--- src/rtl/cpu_pkg.sv ---
// -----------------------------------------------------------------------------
// cpu_pkg -- shared definitions for the cpu_wide core.
//   * FSM state encoding (4-bit, legacy-compatible localparams)
//   * opcode constants for 1-word (bit7=0) and 2-word (bit7=1) instructions
//   * bit positions of the Z and C flags inside the flags register
// -----------------------------------------------------------------------------
package cpu_pkg;

   // FSM states
   localparam logic [3:0] S_IDLE    = 4'd0;
   localparam logic [3:0] S_FETCH   = 4'd1;
   localparam logic [3:0] S_WAIT    = 4'd2;
   localparam logic [3:0] S_OPLOAD  = 4'd3;
   localparam logic [3:0] S_DECODE  = 4'd4;
   localparam logic [3:0] S_WAIT2   = 4'd5;
   localparam logic [3:0] S_OPLOAD2 = 4'd6;
   localparam logic [3:0] S_DECODE2 = 4'd7;
   localparam logic [3:0] S_WAIT3   = 4'd8;
   localparam logic [3:0] S_MEMLOAD = 4'd9;
   localparam logic [3:0] S_ECHO    = 4'd10;
   localparam logic [3:0] S_READ    = 4'd11;

   // 1-word opcodes
   localparam logic [7:0] OP_HLT   = 8'h00;
   localparam logic [7:0] OP_OUTA  = 8'h01;
   localparam logic [7:0] OP_INA   = 8'h02;
   localparam logic [7:0] OP_CLF   = 8'h03;
   localparam logic [7:0] OP_ADD   = 8'h04;
   localparam logic [7:0] OP_SUB   = 8'h05;
   localparam logic [7:0] OP_RTS   = 8'h06;

   // 2-word opcodes (operand word follows the opcode)
   localparam logic [7:0] OP_LDA_I = 8'h80;
   localparam logic [7:0] OP_LDB_I = 8'h81;
   localparam logic [7:0] OP_LDA_M = 8'h84;
   localparam logic [7:0] OP_STA_M = 8'h88;
   localparam logic [7:0] OP_BRA   = 8'h90;
   localparam logic [7:0] OP_BRZ   = 8'h91;
   localparam logic [7:0] OP_BRC   = 8'h92;
   localparam logic [7:0] OP_JSR   = 8'h94;

   // flag bit indices
   localparam int FLAG_Z = 0;
   localparam int FLAG_C = 1;

endpackage

--- src/rtl/alu_wide.sv ---
// -----------------------------------------------------------------------------
// alu_wide -- DW-bit add/subtract with carry (borrow) in and out.
//   a_i, b_i  : operands
//   sub_i     : 0 = a+b+c_i, 1 = a-b-c_i
//   c_i       : carry in (borrow in for subtract)
//   y_o       : DW-bit result
//   c_o       : carry out (borrow out for subtract)
//   z_o       : y_o == 0
// -----------------------------------------------------------------------------
module alu_wide #(
   parameter int DW = 8
) (
   input  logic [DW-1:0] a_i,
   input  logic [DW-1:0] b_i,
   input  logic          sub_i,
   input  logic          c_i,
   output logic [DW-1:0] y_o,
   output logic          c_o,
   output logic          z_o
);

   logic [DW:0] res;

   // Computed one bit wider; for subtract the top bit goes high exactly when
   // the result underflows, which is the borrow.
   always_comb begin
      if (sub_i) res = {1'b0, a_i} - {1'b0, b_i} - {{DW{1'b0}}, c_i};
      else       res = {1'b0, a_i} + {1'b0, b_i} + {{DW{1'b0}}, c_i};
   end

   assign y_o = res[DW-1:0];
   assign c_o = res[DW];
   assign z_o = (res[DW-1:0] == '0);

endmodule

--- src/rtl/cpu_wide.sv ---
// -----------------------------------------------------------------------------
// cpu_wide -- small multi-cycle accumulator CPU with UART hooks.
//   clk, rst          : clock, synchronous active-low reset
//   start, startaddr  : leave IDLE and run from startaddr
//   c_raddr, dread    : memory read port (data sampled two edges after addr)
//   c_waddr, dwrite,
//   write_en          : memory write port, one-cycle strobe
//   tx_byte, transmit,
//   is_transmitting   : UART transmit
//   rx_byte, received : UART receive
//   halted, fault     : one-cycle pulses on HLT / stack error
// Optional feature: define CPU_WIDE_STACK_EN for the JSR/RTS return stack;
// without it, 06/94 are NOPs (94 still consumes its operand) and fault is 0.
// -----------------------------------------------------------------------------
module cpu_wide
   import cpu_pkg::*;
#(
   parameter int DW          = 8,
   parameter int AW          = 9,
   parameter int STACK_DEPTH = 8
) (
   input  logic          clk,
   input  logic          rst,
   input  logic          start,
   input  logic [AW-1:0] startaddr,
   output logic [AW-1:0] c_raddr,
   input  logic [DW-1:0] dread,
   output logic [AW-1:0] c_waddr,
   output logic [DW-1:0] dwrite,
   output logic          write_en,
   output logic [7:0]    tx_byte,
   output logic          transmit,
   input  logic          is_transmitting,
   input  logic [7:0]    rx_byte,
   input  logic          received,
   output logic          halted,
   output logic          fault
);

   logic [3:0]    state_q, state_d;
   logic [AW-1:0] pc_q, pc_d;
   logic [DW-1:0] a_q, a_d, b_q, b_d;
   logic [1:0]    flags_q, flags_d;
   logic [7:0]    opcode_q, opcode_d;
   logic [DW-1:0] operand_q, operand_d;
   logic [AW-1:0] c_raddr_q, c_raddr_d, c_waddr_q, c_waddr_d;
   logic [DW-1:0] dwrite_q, dwrite_d;
   logic          write_en_q, write_en_d;
   logic [7:0]    tx_byte_q, tx_byte_d;
   logic          transmit_q, transmit_d;
   logic          halted_q, halted_d;

   // operand as memory address (zero-extended) and branch offset (sign-extended)
   logic [AW-1:0] mem_addr, br_off, br_tgt;

   generate
      if (DW >= AW) begin : g_opnd_wide
         assign mem_addr = operand_q[AW-1:0];
         assign br_off   = operand_q[AW-1:0];
      end else begin : g_opnd_narrow
         assign mem_addr = {{(AW-DW){1'b0}}, operand_q};
         assign br_off   = {{(AW-DW){operand_q[DW-1]}}, operand_q};
      end
   endgenerate

   // pc already points past the operand when this is used
   assign br_tgt = pc_q + br_off;

   logic [DW-1:0] alu_y;
   logic          alu_c, alu_z;

   alu_wide #(.DW(DW)) u_alu (
      .a_i   (a_q),
      .b_i   (b_q),
      .sub_i (opcode_q == OP_SUB),
      .c_i   (flags_q[FLAG_C]),
      .y_o   (alu_y),
      .c_o   (alu_c),
      .z_o   (alu_z)
   );

`ifdef CPU_WIDE_STACK_EN
   localparam int SPW = $clog2(STACK_DEPTH) + 1;

   logic [SPW-1:0] sp_q, sp_d;
   logic           fault_q, fault_d;
   logic           stk_push;
   logic [AW-1:0]  stk_q [STACK_DEPTH];
   logic [SPW-2:0] pop_idx;

   assign pop_idx = (SPW-1)'(sp_q - SPW'(1));

   // Return stack storage; contents are don't-care after reset.
   always_ff @(posedge clk) begin
      if (rst && stk_push) stk_q[sp_q[SPW-2:0]] <= pc_q;
   end
`endif

   always_comb begin
      state_d    = state_q;
      pc_d       = pc_q;
      a_d        = a_q;
      b_d        = b_q;
      flags_d    = flags_q;
      opcode_d   = opcode_q;
      operand_d  = operand_q;
      c_raddr_d  = c_raddr_q;
      c_waddr_d  = c_waddr_q;
      dwrite_d   = dwrite_q;
      tx_byte_d  = tx_byte_q;
      write_en_d = 1'b0;
      transmit_d = 1'b0;
      halted_d   = 1'b0;
`ifdef CPU_WIDE_STACK_EN
      sp_d       = sp_q;
      fault_d    = 1'b0;
      stk_push   = 1'b0;
`endif

      case (state_q)
         S_IDLE: begin
            if (start) begin
               pc_d    = startaddr;
`ifdef CPU_WIDE_STACK_EN
               sp_d    = '0;
`endif
               state_d = S_FETCH;
            end
         end

         S_FETCH: begin
            c_raddr_d = pc_q;
            state_d   = S_WAIT;
         end

         S_WAIT: state_d = S_OPLOAD;

         S_OPLOAD: begin
            opcode_d = dread[7:0];
            pc_d     = pc_q + AW'(1);
            state_d  = S_DECODE;
         end

         S_DECODE: begin
            if (opcode_q[7]) begin
               // fetch the operand word at pc
               c_raddr_d = pc_q;
               state_d   = S_WAIT2;
            end else begin
               state_d = S_FETCH;
               case (opcode_q)
                  OP_HLT: begin
                     halted_d = 1'b1;
                     state_d  = S_IDLE;
                  end
                  OP_OUTA: state_d = S_ECHO;
                  OP_INA:  state_d = S_READ;
                  OP_CLF:  flags_d = '0;
                  OP_ADD, OP_SUB: begin
                     a_d             = alu_y;
                     flags_d[FLAG_C] = alu_c;
                     flags_d[FLAG_Z] = alu_z;
                  end
`ifdef CPU_WIDE_STACK_EN
                  OP_RTS: begin
                     if (sp_q == '0) begin
                        fault_d = 1'b1;
                        state_d = S_IDLE;
                     end else begin
                        pc_d = stk_q[pop_idx];
                        sp_d = sp_q - SPW'(1);
                     end
                  end
`endif
                  default: ;
               endcase
            end
         end

         S_WAIT2: state_d = S_OPLOAD2;

         S_OPLOAD2: begin
            operand_d = dread;
            pc_d      = pc_q + AW'(1);
            state_d   = S_DECODE2;
         end

         S_DECODE2: begin
            state_d = S_FETCH;
            case (opcode_q)
               OP_LDA_I: a_d = operand_q;
               OP_LDB_I: b_d = operand_q;
               OP_LDA_M: begin
                  c_raddr_d = mem_addr;
                  state_d   = S_WAIT3;
               end
               OP_STA_M: begin
                  c_waddr_d  = mem_addr;
                  dwrite_d   = a_q;
                  write_en_d = 1'b1;
               end
               OP_BRA: pc_d = br_tgt;
               OP_BRZ: if (flags_q[FLAG_Z]) pc_d = br_tgt;
               OP_BRC: if (flags_q[FLAG_C]) pc_d = br_tgt;
`ifdef CPU_WIDE_STACK_EN
               OP_JSR: begin
                  if (sp_q == SPW'(STACK_DEPTH)) begin
                     fault_d = 1'b1;
                     state_d = S_IDLE;
                  end else begin
                     stk_push = 1'b1;
                     sp_d     = sp_q + SPW'(1);
                     pc_d     = br_tgt;
                  end
               end
`endif
               default: ;
            endcase
         end

         S_WAIT3: state_d = S_MEMLOAD;

         S_MEMLOAD: begin
            a_d     = dread;
            state_d = S_FETCH;
         end

         S_ECHO: begin
            if (!is_transmitting) begin
               tx_byte_d  = a_q[7:0];
               transmit_d = 1'b1;
               state_d    = S_FETCH;
            end
         end

         S_READ: begin
            if (received) begin
               a_d     = DW'(rx_byte);
               state_d = S_FETCH;
            end
         end

         default: state_d = S_IDLE;
      endcase
   end

   always_ff @(posedge clk) begin
      if (!rst) begin
         state_q    <= S_IDLE;
         pc_q       <= '0;
         a_q        <= '0;
         b_q        <= '0;
         flags_q    <= '0;
         opcode_q   <= '0;
         operand_q  <= '0;
         c_raddr_q  <= '0;
         c_waddr_q  <= '0;
         dwrite_q   <= '0;
         write_en_q <= 1'b0;
         tx_byte_q  <= '0;
         transmit_q <= 1'b0;
         halted_q   <= 1'b0;
`ifdef CPU_WIDE_STACK_EN
         sp_q       <= '0;
         fault_q    <= 1'b0;
`endif
      end else begin
         state_q    <= state_d;
         pc_q       <= pc_d;
         a_q        <= a_d;
         b_q        <= b_d;
         flags_q    <= flags_d;
         opcode_q   <= opcode_d;
         operand_q  <= operand_d;
         c_raddr_q  <= c_raddr_d;
         c_waddr_q  <= c_waddr_d;
         dwrite_q   <= dwrite_d;
         write_en_q <= write_en_d;
         tx_byte_q  <= tx_byte_d;
         transmit_q <= transmit_d;
         halted_q   <= halted_d;
`ifdef CPU_WIDE_STACK_EN
         sp_q       <= sp_d;
         fault_q    <= fault_d;
`endif
      end
   end

   assign c_raddr  = c_raddr_q;
   assign c_waddr  = c_waddr_q;
   assign dwrite   = dwrite_q;
   assign write_en = write_en_q;
   assign tx_byte  = tx_byte_q;
   assign transmit = transmit_q;
   assign halted   = halted_q;
`ifdef CPU_WIDE_STACK_EN
   assign fault    = fault_q;
`else
   assign fault    = 1'b0;
`endif

endmodule

--- config.mk ---
export PLATFORM = sky130hd
export DESIGN_NAME = cpu_wide
export DESIGN_NICKNAME = d
export VERILOG_FILES = /design/src/rtl/cpu_pkg.sv /design/src/rtl/alu_wide.sv /design/src/rtl/cpu_wide.sv
export SDC_FILE = /design/constraint.sdc
export NUM_CORES = 1
export LEC_CHECK = 0
export BUFFER_PORTS_ARGS = -buffer_cell sky130_fd_sc_hd__buf_2
export CORE_MARGIN = 2
export CORE_UTILIZATION = 40
export DETAILED_ROUTE_END_ITERATION = 10
export HOLD_SLACK_MARGIN = 0.15
export PLACE_DENSITY = 0.7
export SYNTH_ARGS = -nofsm -noshare
export SYNTH_HDL_FRONTEND = slang
export SYNTH_SLANG_ARGS = --single-unit
--- constraint.sdc ---
create_clock -name clk -period 4.95 [get_ports clk]
set_input_delay 0.495 -clock clk [delete_from_list [all_inputs] [get_ports clk]]
set_output_delay 0.495 -clock clk [all_outputs]
set_load 0.03 [all_outputs]
==> results of run 1 <==
[kinds of logic after synthesis]
kind of cell | Yosys count
AO/OA/AOI/OAI | 145
flip-flops | 83
buffers and inverters | 71
other | 1
AND/OR/NAND/NOR | 222
adder cells (fa/ha/maj) | 34
multiplexers | 25
XOR/XNOR | 23
[metrics by stage]
stage / setup slack (ns) / cell area [um^2] / hold WS, ns / total power, mW
2_1_floorplan: 2.02 / 4880 / 0.449 / 0.881
3_3_place_gp: 1.62 / 5270 / 0.437 / 0.931
3_5_place_dp: 1.43 / 5270 / 0.441 / 0.937
4_1_cts: 1.41 / 5590 / 0.358 / 1.67
5_1_grt: 1.13 / 5590 / 0.370 / 1.73
6_report: 1.40 / 5590 / 0.361 / 1.66
[cell type report]
cell class | instances | area [um^2] | share of cell area, %
Multi-Input combinational cell | 451 | 2930 | 52.3
Timing Repair Buffer | 68 | 348 | 6.22
Clock buffer | 9 | 225 | 4.03
Sequential cell | 83 | 1660 | 29.7
Inverter | 39 | 146 | 2.62
Tap cell | 147 | 184 | 3.29
Clock inverter | 7 | 100 | 1.79
[Yosys cell counts, drive strengths merged, types with 9 or more instances]
cell	instances
nand2	111
dfxtp	83
a21oi	56
inv	38
nor2	36
ha	29
mux2i	24
clkbuf	22
o21ai	18
nor2b	15
xnor2	14
a21boi	13
nand3	11
nor3	11
buf	10
a21o	9
xor2	9
[worst max path at each step]
stage / start / to / slack (ns) / depth (start not counted)
2_1_floorplan: state_q[1] / pc_q[8] / 2.02 / 13
3_3_place_gp: state_q[1] / pc_q[8] / 1.62 / 12
3_5_place_dp: state_q[1] / pc_q[8] / 1.43 / 12
4_1_cts: state_q[1] / pc_q[8] / 1.41 / 12
5_1_grt: state_q[1] / pc_q[8] / 1.13 / 12
6_report: state_q[1] / pc_q[8] / 1.40 / 12
[power groups by stage]
stage          clock (mW)  combinational (mW)  sequential (mW)
5_1_grt             0.776               0.224            0.727
3_5_place_dp            0               0.201            0.736
3_3_place_gp            0               0.197            0.734
4_1_cts             0.746               0.202            0.721
2_1_floorplan           0               0.150            0.731
6_report            0.738               0.204            0.722
[layout by cell type, fill, tap and decap left out, types with 13 or more instances in the layout]
cell	instances
sky130_fd_sc_hd__nand2_1	111
sky130_fd_sc_hd__buf_2	65
sky130_fd_sc_hd__ha_1	29
sky130_fd_sc_hd__nor2_1	36
sky130_fd_sc_hd__o21ai_0	18
sky130_fd_sc_hd__mux2i_1	24
sky130_fd_sc_hd__inv_1	38
sky130_fd_sc_hd__a21oi_1	56
sky130_fd_sc_hd__xnor2_1	14
sky130_fd_sc_hd__nor2b_1	15
sky130_fd_sc_hd__a21boi_0	13
sky130_fd_sc_hd__dfxtp_1	83
[routing by layer]
metal  track usage [%]  vias to the layer above
met4              7.48                        0
met3              3.65                       15
met2              33.5                      119
met1              28.8                     2108
met5                 0                        -
li1                  -                     2176
[critical path, stage by stage, from the launching register on]
cell and delay, ns:
sky130_fd_sc_hd__dfxtp_1 0.64, sky130_fd_sc_hd__nor2b_1 0.41, sky130_fd_sc_hd__and3_1 0.48, sky130_fd_sc_hd__nand2b_1 0.11
sky130_fd_sc_hd__ha_1 0.23, sky130_fd_sc_hd__fa_1 0.42, sky130_fd_sc_hd__a21oi_1 0.23, sky130_fd_sc_hd__o2111ai_1 0.17
sky130_fd_sc_hd__a31oi_1 0.21, sky130_fd_sc_hd__xor2_1 0.19, sky130_fd_sc_hd__nand4_1 0.11, sky130_fd_sc_hd__o31ai_1 0.12
sky130_fd_sc_hd__o21a_1 0.15
[registers in the layout, summed over array words and instances, names as in the netlist, 2 cells and up]
| register | cells |
|---|---|
| c_raddr | 9 |
| pc_q | 9 |
| a_q | 8 |
| b_q | 8 |
| c_waddr | 8 |
| dwrite | 8 |
| opcode_q | 8 |
| operand_q | 8 |
| tx_byte | 8 |
| state_q | 4 |
| flags_q | 2 |
==> results.txt, run 1 <==
- Worst min-delay path endpoint: transmit
* Arrival @ worst endpoint: ~3.8 ns
* Number of flops mapped to enable cells by yosys: 0
* Achievable frequency: 282 MHz
* Worst-path clk slew: roughly 0.060 ns
- Total CTS buffers: 9
* PwrDens: 298 nW/um^2
- Summing the areas of all fa, ha and maj instances in the mapped netlist gives under 10% of the synthesized area.
* Iter 0 DRT Violations: 220
- Final total negative setup slack: 0 ns
- Highest layer used for signal routing: met4
* Maximum clock insertion buffer count: 2
- Post-layout util: 46.7%
- Clock power frac: between 40 and 50%
- For this design the static power due to leakage is about 2.3 nW.
- Post-Synthesis Cell Area: 4870 um^2
- Dividing the detail-routed via count by the number of cells gives roughly 5.5.
- Switching fraction of total power: 26.9%
- Of all cell types, the one taking the most synthesized area is sky130_fd_sc_hd__dfxtp_1.
- Summing the areas of all and, or, nand and nor instances in the mapped netlist gives between 20 and 25% of the synthesized area.
- Launching element type of the critical path: flop
- In this run the vertical extent of the chip is between 100 and 150 um.
- Per report_power, the combinational group accounts for between 10% and 20% of the total.
- In this run the post-CTS setup repair buffer count came out at 0.
- Proportion of netlist area held by the largest area contributor: approximately 34%
- Peak VDD IR: roughly 0.19 mV
- In the final layout, the share of cells above drive strength 1 is between 10% and 20%.
- Maximum number of pins on one net before global-route repair: 45
- Capture point of the worst reg-to-reg path: pc_q[8]
- Fraction of synthesized cell area in xor and xnor cells: approximately 4.1%
- The H-tree generated during clock tree synthesis spans 3 levels.
* Cell-internal power: ~1.2 mW
* Min-delay src: is_transmitting
- In the routed design, unresolved DRC markers number 0.
* GRT Total Usage: a little over a fifth
* Multiplexer share of the synthesized area: about 5.2%
* Clock latency on the worst-skew pair: 0.35 ns
* Maximum fanout count along the critical path: 16
- Initial antenna violation count: 0
- Clock tree from TritonCTS: yes
- Number of input and output port buffers inserted: 65
- Post-synth cell types: 65
- Before antenna repair, the detailed router went through 5 iterations.
* Total of max-cap violations: 0
- For the finished layout, the period the worst path requires is roughly 3.5 ns.
* Data required time of the worst path: between 5 and 6 ns
- Summing the areas of all compound-gate instances in the mapped netlist gives 19.2% of the synthesized area.
* Critical register-to-register path startpoint: state_q[1]
* Kind of capture point of the worst setup path: flop
* Part of the Yosys area used for sequential elements: approximately 34%
- Met1 wire length: approximately 6200 um
- After detailed placement, the design holds a cell count of 788.
- The worst hold path belongs to the class input port to flop.
- The final count of hold timing violations came to 0.
- A synthesized cell averages around 8.1 um^2.
- Number of top-level design ports: 68
- The final layout contains 716 nets.
* CTS Root Buffer Type: sky130_fd_sc_hd__clkbuf_16
* HPWL after DPL: 10100 um
- Setup slack on the worst reg-to-reg path comes out at approximately 1.4 ns.
* Count of placed standard cells in the final layout, fillers left out: 804
- The layout has between 1000 and 1500 filler cells.
- Combinational family with the most area after synthesis: simple AND/OR/NAND/NOR gates
- CTS Hold Bufs: 0
* Die Outline Area: between 10000 and 15000 um^2
- The clock arrives with ~0.0073 ns of skew.
- Synthesis handed over a netlist of 604 instances.
* Synth Register Bits: 83
- Switching power of the nets: about 450 uW
- By startpoint and endpoint, the worst setup path is classified as flop to flop.
- The worst path uses between 70% and 80% of the clock period.
- Average detailed-routed wire length per instance: between 15 and 20 um
* Count of vias placed by the detailed router: ~4400
- Setup repair after global routing left no endpoint under its margin.
- Counting every sink on the clock net gives 83.
- Antenna diode count: 0
* Worst rel slew slack: approximately a quarter
- Final setup violation count: 0
- Relative contribution of sequential cells to total power: between 40% and 50%
- The max-slew violation count came to 0.
* Floorplan row count: 40
* Worst-margin pin slew: roughly 1.1 ns
- Post-detailed-route count of antenna-violating nets: 0
* Cells taking the most area after synthesis: sky130_fd_sc_hd__dfxtp_1 34%, sky130_fd_sc_hd__nand2_1 8.5%, sky130_fd_sc_hd__ha_1 7.4%
* CORE AREA: about 12000 um^2
* Status: finished clean
- Once the floorplan was initialized, standard cells occupied 40.8% of the core.
- Syn. warnings: 0
- Routability-driven placement congestion ratio: between 0.9 and 1
- In the detailed route, the total length drawn on met2 is 6310 um.
* Number of cells traversed by the worst hold path: 2
- After global routing the overflow that remains totals 0.
* Vias in the first global route: between 4000 and 5000
- First-pass GRT wire length: 21700 um
- Growth of design area from synthesis to finish: 14.7%
- The die is between 100 and 150 um wide.
- Counting cells, the worst reg-to-reg path comes to 12.
- For this run, asynchronously set or reset flops after synthesis account for 0%.
* WL final: roughly 13000 um
* Met3 routed wirelength: 686 um
* Number of instances resized during post-cts repair: 0
- Commonest register cell after synthesis: sky130_fd_sc_hd__dfxtp_1
No activity file was read; power rests on OpenSTA's default activity.
==> inputs of run 2 (changes only) <==
--- a/config.mk
+++ b/config.mk
@@ -5,6 +5,7 @@
 export SDC_FILE = /design/constraint.sdc
 export NUM_CORES = 1
 export LEC_CHECK = 0
+export ABC_AREA = 1
 export BUFFER_PORTS_ARGS = -buffer_cell sky130_fd_sc_hd__buf_2
 export CORE_MARGIN = 2
 export CORE_UTILIZATION = 40
==> constraint.sdc (replaced) <==
create_clock -name clk -period 3.7 [get_ports clk]
set_input_delay 0.37 -clock clk [delete_from_list [all_inputs] [get_ports clk]]
set_output_delay 0.37 -clock clk [all_outputs]
set_load 0.03 [all_outputs]
==> run 2 against run 1 <==
Compared with the run above:
- worst hold slack got worse by 0.074 ns
- clock skew rose by 0.0019 ns
- total power up 54%
- non-clock buffer count decreased by 1
- utilization is 0.34 points higher
- wire length fell by 0.95%
- register-to-register slack worse by 0.17 ns
- largest cell class unchanged
==> results.txt, run 2 <==
* Status: finished clean
- The vias after detailed routing is 4734 (+7.2%).
* CTS Root Buffer Type: sky130_fd_sc_hd__clkbuf_16
- The post-synthesis sequential element count is 83 (unchanged).
- The count of unresolved DRC violations after routing was 0 (unchanged).
- Startpoint-to-endpoint class of the critical path: flop to flop
* Depth of the CTS H-tree: 3 (unchanged)
* Hold crit path type: input port to flop
- Data required time of the worst path: 3.98 ns (-1.26 ns)
- Peak VDD IR: 0.281 mV (+49%)
- Launching element type of the critical path: flop
* Kind of capture point of the worst setup path: flop
* Via-to-Cell Ratio: 5.15 (-6.3%)
- The largest net degree at the start of global routing came to 64 (+42%).
* Post-synth cell types: 45 (-31%)
- The area of the multi-input gates is 2700 um^2 (-7.8%).
- Leading cell types in the layout, fill and taps excluded: 135 x sky130_fd_sc_hd__nand2_1, 108 x sky130_fd_sc_hd__inv_1, 83 x sky130_fd_sc_hd__dfxtp_1
* Number of clock sinks: 83 (unchanged)
- The accumulated negative setup slack was 0 ns (unchanged).
- Area taken by flip-flops and latches: 1660 um^2 (unchanged)
- The number of global-route vias before repair was 4466 (+7.3%).
* Average detailed-routed wire length per instance: 14.5 um (-13%)
* Worst-path clk slew: 0.07 ns (about the same)
- Post-Synthesis Cell Area: 4910 um^2 (+0.74%)
* Cells taking the most area after synthesis: sky130_fd_sc_hd__dfxtp_1 34%, sky130_fd_sc_hd__nand2_1 10%, sky130_fd_sc_hd__inv_1 8.3%
* Critical register-to-register path startpoint: state_q[1]
- Worst rel slew slack: 47.4% (+22 points)
- Routability-driven placement congestion ratio: 0.937 (+1.9%)
* Antenna diode count: 0 (unchanged)
- The worst setup slack after layout is 1.23 ns (-0.169 ns).
- PwrDens: 454 nW/um^2 (+53%)
- Filler cell count in the final layout: 1263 (+8.4%)
- Traced cell by cell, the critical path runs through nand2_2, inv_2, nand2_4, inv_2, nand2_1, ha_1, fa_1, nand3_1, nand2_1, a21oi_1, xor2_1, nand2_1, a21oi_1.
- The quantity of hold-fixing buffers added after cts came to 0 (unchanged).
- The maximum operating frequency is 406 MHz (+44%).
- The count of buffers added by post-CTS timing repair for setup came to 0 (unchanged).
* Crit-path slowest cell: sky130_fd_sc_hd__fa_1
- Top cells by count, synth: 135 x sky130_fd_sc_hd__nand2_1, 108 x sky130_fd_sc_hd__inv_1, 83 x sky130_fd_sc_hd__dfxtp_1
* Average footprint of a synthesized cell: 6.91 um^2 (-14%)
- From synthesis to final layout, the design area changed by 15.2%.
- The part of the cycle the worst path needs was 66.6% (-5.0 points).
- Final setup violation count: 0 (unchanged)
- Multiplexer share of the synthesized area: 0% (-5.2 points)
- Among cell families on the critical path, the largest total delay comes from adder cells.
- Number of input and output port buffers inserted: 65 (unchanged)
* Clock latency on the worst-skew pair: 0.34 ns (about the same)
* CP bufs+invs: 2 (+2)
- TritonCTS built the clock tree.
* Die extent in y: 115 um (+0.36%)
- Fraction of synthesized cell area in xor and xnor cells: 1.25% (-2.9 points)
- The area inside the core boundary is 12000 um^2 (+0.42%).
- Post-synth ARST share: 0% (unchanged)
- Die Outline Area: 13200 um^2 (+0.72%)
- The post-route antenna net violation count came to 0 (unchanged).
* Total of max-cap violations: 0 (unchanged)
- Post-layout minimum cycle time: 2.47 ns (-1.08 ns)
- The proportion of synthesized chip area in sequential cells came to 33.8% (-0.25 points).
- Most common cell type on the critical path: sky130_fd_sc_hd__nand2_1
* Leading cell type in the layout, fill and taps excluded: sky130_fd_sc_hd__nand2_1
- Min-delay src: startaddr[3]
- The peak fanout along the critical path is 17 (+1).
* Worst hold slack across all endpoints: 0.287 ns (-0.0741 ns)
- Complex-gate fraction of the synthesized area: 21.0% (+1.8 points)
- The buffer levels on the longest clock path came to 2 (unchanged).
* Initial Utilization: 40.9% (+0.13 points)
- Arrival @ worst endpoint: 2.75 ns (-1.09 ns)
- # nets final: 831 (+16%)
- The number of standard-cell rows in the floorplan came to 40 (unchanged).
- Initial antenna violation count: 0 (unchanged)
- The synthesized netlist cell count is 711 (+18%).
* Number of hold violations in the final report: 0 (unchanged)
- Die outline width: 115 um (+0.36%)
- The post-cts repair resize count came to 0 (unchanged).
- Max-slew violations: 0 (unchanged)
- The first-pass iteration count of the detailed router came to 5 (unchanged).
- The final clock skew came to 0.00923 ns (+0.00191 ns).
- First-pass GRT wire length: 21700 um (+0.13%)
- WL final: 13300 um (-0.95%)
- Number of top-level design ports: 68 (unchanged)
- The number of buffers inserted during clock tree synthesis came to 9 (unchanged).
- The most critical setup path has its startpoint at state_q[1].
- Yosys instantiated no cell more often than sky130_fd_sc_hd__nand2_1.
- The transition time at the pin with the least slew margin is 0.788 ns (-0.332 ns).
- Combinational family with the most area after synthesis: simple AND/OR/NAND/NOR gates
* Maximum cell stage delay along the critical path: 0.41 ns (-0.23 ns)
* Proportion of netlist area held by the largest area contributor: 33.8% (-0.25 points)
- Commonest register cell after synthesis: sky130_fd_sc_hd__dfxtp_1
* GRT Total Usage: 21.0% (-0.096 points)
* Unrepaired setup endpoints after global routing: false
- The biggest area contributor in the post-synthesis netlist is sky130_fd_sc_hd__dfxtp_1.
- The standby leakage power is 2.59 nW (+11%).
- The post-synthesis share of cell area spent on and, or, nand and nor gates is 23.1% (+1.3 points).
- The initial detailed-routing violation count came to 276 (+25%).
* HPWL after DPL: 10300 um (+2.3%)
- Adder and majority cell fraction of the synthesized area: 9.43% (-0.070 points)
- Number of flops mapped to enable cells by yosys: 0 (unchanged)
* Syn. warnings: 0 (unchanged)
- The proportion of layout cells with a drive suffix above 1 was 13.9% (-0.60 points).
* Global route total overflow: 0 (unchanged)
- The worst setup slack before clock tree synthesis came to 1.24 ns (-0.194 ns).
run 2: cell count changes after synthesis, sizes merged, moves of 22 or more:
cell	change
nand3	+41
inv	+76
mux2i	-24
nand2	+29
o21ai	+52
a21oi	+22
run 2: where the power goes:
group | total (mW) | switching (mW) | internal (mW)
sequential | 1.02 | 0.0546 | 0.968
clock | 1.00 | 0.383 | 0.617
combinational | 0.545 | 0.367 | 0.178
total | 2.57 | 0.805 | 1.76
run 2: final timing paths:
check                                 end  slack [ns]  cells past startpoint
worst max-delay path              pc_q[6]        1.23                     13
worst min register to register  dwrite[2]        0.44                      2
worst max register to register    pc_q[6]        1.23                     13
worst min-delay path              pc_q[3]        0.29                      3
run 2: cell families (layout without fill, tap and decap cells):
| family | count (synthesis) | count (layout) |
|---|---|---|
| compound gates | 185 | 185 |
| buf+inv | 140 | 200 |
| simple gates | 261 | 261 |
| fa+ha+maj | 34 | 34 |
| xor+xnor | 7 | 7 |
| flops | 83 | 83 |
| other cells | 1 | 2 |
run 2: worst reg2reg max path, stage by stage, from the launching register on:
cell	delay [ns]
sky130_fd_sc_hd__dfxtp_1	0.39
sky130_fd_sc_hd__nand2_2	0.13
sky130_fd_sc_hd__inv_2	0.10
sky130_fd_sc_hd__nand2_4	0.14
sky130_fd_sc_hd__inv_2	0.20
sky130_fd_sc_hd__nand2_1	0.09
sky130_fd_sc_hd__ha_1	0.22
sky130_fd_sc_hd__fa_1	0.41
sky130_fd_sc_hd__nand3_1	0.09
sky130_fd_sc_hd__nand2_1	0.11
sky130_fd_sc_hd__a21oi_1	0.17
sky130_fd_sc_hd__xor2_1	0.16
sky130_fd_sc_hd__nand2_1	0.06
sky130_fd_sc_hd__a21oi_1	0.14
run 2: final cells by class:
class	count	share of cell area, %
Clock buffer	10	4.23
Clock inverter	6	1.66
Inverter	117	7.77
Multi-Input combinational cell	489	47.7
Sequential cell	83	29.4
Tap cell	147	3.25
Timing Repair Buffer	67	6.02
run 2: routing by layer:
metal / GRT usage (%) / vias up / wire length, um
met5: 0 / - / 0
met4: 8.59 / 0 / 335
met3: 2.53 / 20 / 583
met2: 34.8 / 118 / 6240
met1: 27.9 / 2148 / 6160
li1: - / 2448 / -
run 2: through the flow:
step | instances | util [%] | power (mW) | instance area (um^2)
6_report | 919 | 47.1 | 2.57 | 5660
5_1_grt | 919 | 47.1 | 2.69 | 5660
3_3_place_gp | 903 | 44.3 | 1.58 | 5320
2_1_floorplan | 712 | - | 1.45 | 4910
4_1_cts | 919 | 47.1 | 2.58 | 5660
3_5_place_dp | 903 | 44.3 | 1.58 | 5320
==> inputs of run 3 (changes only) <==
--- a/config.mk
+++ b/config.mk
@@ -11,7 +11,7 @@
 export CORE_UTILIZATION = 40
 export DETAILED_ROUTE_END_ITERATION = 10
 export HOLD_SLACK_MARGIN = 0.15
-export PLACE_DENSITY = 0.7
+export PLACE_DENSITY = 0.72
 export SYNTH_ARGS = -nofsm -noshare
 export SYNTH_HDL_FRONTEND = slang
 export SYNTH_SLANG_ARGS = --single-unit
==> constraint.sdc (replaced) <==
create_clock -name clk -period 2.2 [get_ports clk]
set_input_delay 0.22 -clock clk [delete_from_list [all_inputs] [get_ports clk]]
set_output_delay 0.22 -clock clk [all_outputs]
set_load 0.03 [all_outputs]
==> run 3 against run 2 <==
Compared with the run above:
- setup slack lost 1.2 ns
- count of clock-buffer cells in the layout decreased by 1
- clock skew down 0.0031 ns
- cell area rose by 10%
- sequential share of layout area decreased by 2.6 points
- sequential power rose by 69%
- wire length is 5.8% higher
- worst hold slack lost 0.12 ns
- largest cell class unchanged
==> results.txt, run 3 (same netlist as run 2, synthesis figures left out) <==
* HPWL after DPL: 10400 um (+1.0%)
* Worst Clk Skew: 0.00616 ns (-0.00307 ns)
- The register-to-register path setup slack was 0.02 ns (-1.22 ns).
- Vias in the first global route: 4589 (+2.8%)
- The endpoint identified for the worst register-to-register timing path is flags_q[0].
* Number of cells traversed by the worst hold path: 3 (unchanged)
- The part of the cycle the worst path needs was 99.1% (+32 points).
- The number of maximum-capacitance violations is 0 (unchanged).
- Area taken by flip-flops and latches: 1670 um^2 (+0.30%)
- Die Outline Area: 13200 um^2 (unchanged)
* Post-detailed-route count of antenna-violating nets: 0 (unchanged)
* Number of clock sinks: 83 (unchanged)
- The clock-pin slew on the worst setup and hold paths came to 0.06 ns (about the same).
* Maximum clock insertion buffer count: 2 (unchanged)
- The initial detailed-routing violation count came to 318 (+15%).
- The number of buffer and inverter instances along the worst setup path is 2 (unchanged).
* Switching fraction of total power: 31.9% (+0.58 points)
- Worst-margin pin slew: 0.846 ns (+0.0587 ns)
* Average detailed-routed wire length per instance: 14.6 um (+0.63%)
- CTS Root Buffer Type: sky130_fd_sc_hd__clkbuf_16
* Ratio of cells with drive above 1 in the final layout: 23.9% (+10 points)
- The routed wire length came to 14100 um (+5.8%).
- Number of input and output port buffers inserted: 65 (unchanged)
* Gate power share: 23.3% (+2.1 points)
- The worst setup path is of the flop to flop kind.
- Via-to-Cell Ratio: 5.18 (+0.60%)
- 1st-pass router iterations: 5 (unchanged)
* Clock latency on the worst-skew pair: 0.34 ns (about the same)
- The time the worst path needs with I/O delays and setup came to 2.18 ns (-0.285 ns).
- Achievable frequency: 459 MHz (+13%)
* CORE AREA: 12000 um^2 (unchanged)
* Number of hold violations in the final report: 0 (unchanged)
- The count of endpoints failing setup in the final report is 0 (unchanged).
- Clock tree from TritonCTS: yes
* Arrival @ worst endpoint: 2.44 ns (-0.31 ns)
* Cell-internal power: 3.00 mW (+70%)
- Total instance count after detailed placement: 940 (+4.1%)
- The accumulated negative setup slack came to 0 ns (unchanged).
- Clock power frac: 37.7% (-1.3 points)
- Global route total overflow: 0 (unchanged)
* Unrepaired setup endpoints after global routing: true
- Count of placed standard cells in the final layout, fillers left out: 966 (+5.1%)
- The headroom to the max-slew limit came to 43.5% (-3.9 points).
- Number of top-level design ports: 68 (unchanged)
- Antenna diode count: 0 (unchanged)
- GRT Total Usage: 21.5% (+0.53 points)
- The part of the total power dissipated in sequential elements is 39.0% (-0.8 points).
* Depth of the CTS H-tree: 3 (unchanged)
* Initial antenna violation count: 0 (unchanged)
- Maximum fanout count along the critical path: 3 (-14)
* Cell count of the worst reg-to-reg path: 13 (unchanged)
- Area taken by multi-input logic gates: 2900 um^2 (+7.4%)
- The number of buffers inserted during clock tree synthesis was 9 (unchanged).
- The worst hold path terminates at pc_q[0].
- The delay contributed by the slowest stage of the critical path is 0.52 ns (+0.11 ns).
* Critical register-to-register path startpoint: b_q[0]
- Kind of capture point of the worst setup path: flop
- The critical path goes through inv_2, fa_1, buf_4, ha_4, o21ai_4, nand2_2, nand2_2, nand3_2, nand2_1, nand2_1, nor3_2, nand3_1, a21oi_1.
* Die extent in y: 115 um (unchanged)
- Launching element type of the critical path: flop
- Leading cell type in the layout, fill and taps excluded: sky130_fd_sc_hd__nand2_1
- In this run the most critical hold path is launched from startaddr[0].
* Growth of design area from synthesis to finish: 26.8%
- The number of standard-cell rows in the floorplan was 40 (unchanged).
- Switching power of the nets: 1.41 mW (+75%)
- Crit-path slowest cell: sky130_fd_sc_hd__fa_1
* Peak VDD IR: 0.531 mV (+89%)
- Hold crit path type: input port to flop
- Die outline width: 115 um (unchanged)
- The global-route wire length before repair is 22500 um (+3.8%).
- The standby leakage power came to 2.81 nW (+8.8%).
- The starting utilization of the core area came to 40.9% (unchanged).
- On the critical path the largest part of the delay comes from adder cells.
* PwrDens: 707 nW/um^2 (+56%)
* # nets final: 878 (+5.7%)
* Maximum number of pins on one net before global-route repair: 64 (unchanged)
- The critical path data required time was 2.46 ns (-1.52 ns).
* Max-slew violations: 0 (unchanged)
- In the layout the commonest cells are 122 x sky130_fd_sc_hd__nand2_1, 102 x sky130_fd_sc_hd__inv_1, 79 x sky130_fd_sc_hd__dfxtp_1.
* Path length in cells of the critical path: 13 (unchanged)
- The number of fill cells came to 1142 (-9.6%).
- Status: finished clean
- Count of vias placed by the detailed router: 5006 (+5.7%)
- The count of unresolved DRC violations after routing came to 0 (unchanged).
* Routability-driven placement congestion ratio: 0.892 (-4.8%)
==> run 3: changes by cell type in the layout (fill, tap and decap cells not counted), moves of 5 or more <==
| cell | previous run | this run |
|---|---|---|
| sky130_fd_sc_hd__buf_4 | 2 | 42 |
| sky130_fd_sc_hd__dlygate4sd3_1 | 0 | 5 |
| sky130_fd_sc_hd__ha_1 | 29 | 21 |
| sky130_fd_sc_hd__ha_4 | 0 | 7 |
| sky130_fd_sc_hd__inv_1 | 108 | 102 |
| sky130_fd_sc_hd__inv_2 | 6 | 11 |
| sky130_fd_sc_hd__nand2_1 | 135 | 122 |
| sky130_fd_sc_hd__nand2_2 | 3 | 16 |
==> run 3: final cells by class <==
class	instances	area share [%]
flip-flops and latches	83	26.8
multi-input cells	489	46.5
clock buffers	9	3.62
inverters	117	7.09
well taps	147	2.95
clock inverters	7	1.59
repair buffers	114	11.5
==> run 3: what timing repair did <==
| item | in CTS | in global routing |
|---|---|---|
| endpoints found under the setup margin | 3 | 12 |
| gates resized for setup | 5 | 54 |
| hold buffers | 5 | 0 |
| setup buffers | 1 | 4 |
| pin swaps | 3 | 15 |
| endpoints found under the hold margin | 5 | 0 |
==> run 3: how the worst max path moves through the flow <==
stage | start | endpoint | slack, ns
floorplan | state_q[1] | pc_q[6] | 0.07
global placement | a_q[0] | flags_q[0] | 0.004
detailed placement | a_q[0] | flags_q[0] | -0.06
CTS | b_q[0] | flags_q[0] | 0.009
global route | b_q[0] | flags_q[0] | -0.10
finish | b_q[0] | flags_q[0] | 0.02
==> run 3: power by group through the flow <==
stage	Sequential (mW)	Combinational (mW)	Clock, mW
2_1_floorplan	1.82	0.630	0
3_3_place_gp	1.74	0.967	0
3_5_place_dp	1.74	0.961	0
4_1_cts	1.71	0.980	1.68
5_1_grt	1.73	1.15	1.74
6_report	1.72	1.03	1.66
==> run 3: per-stage QoR <==
step	power (mW)	hold slack, ns	worst slack (ns)	util [%]	cell area (um^2)
detailed placement	2.70	0.436	-0.0640	46.6	5600
CTS	4.37	0.162	0.00944	49.9	5990
floorplan	2.45	0.355	0.0710	-	4910
global route	4.62	0.177	-0.101	51.8	6230
finish	4.40	0.167	0.0194	51.8	6230
global placement	2.71	0.435	0.00423	46.6	5600
==> run 3: per-layer routing <==
metal | global-route usage [%] | wire [um]
met5 | 0 | 0
met4 | 9.56 | 485
met3 | 2.64 | 614
met2 | 35.7 | 6650
met1 | 28.2 | 6340
==> run 3: tightest hold or removal path, cell delays in order <==
cell and delay (ns):
sky130_fd_sc_hd__buf_2 0.10, sky130_fd_sc_hd__nand2_1 0.05, sky130_fd_sc_hd__a31oi_1 0.09
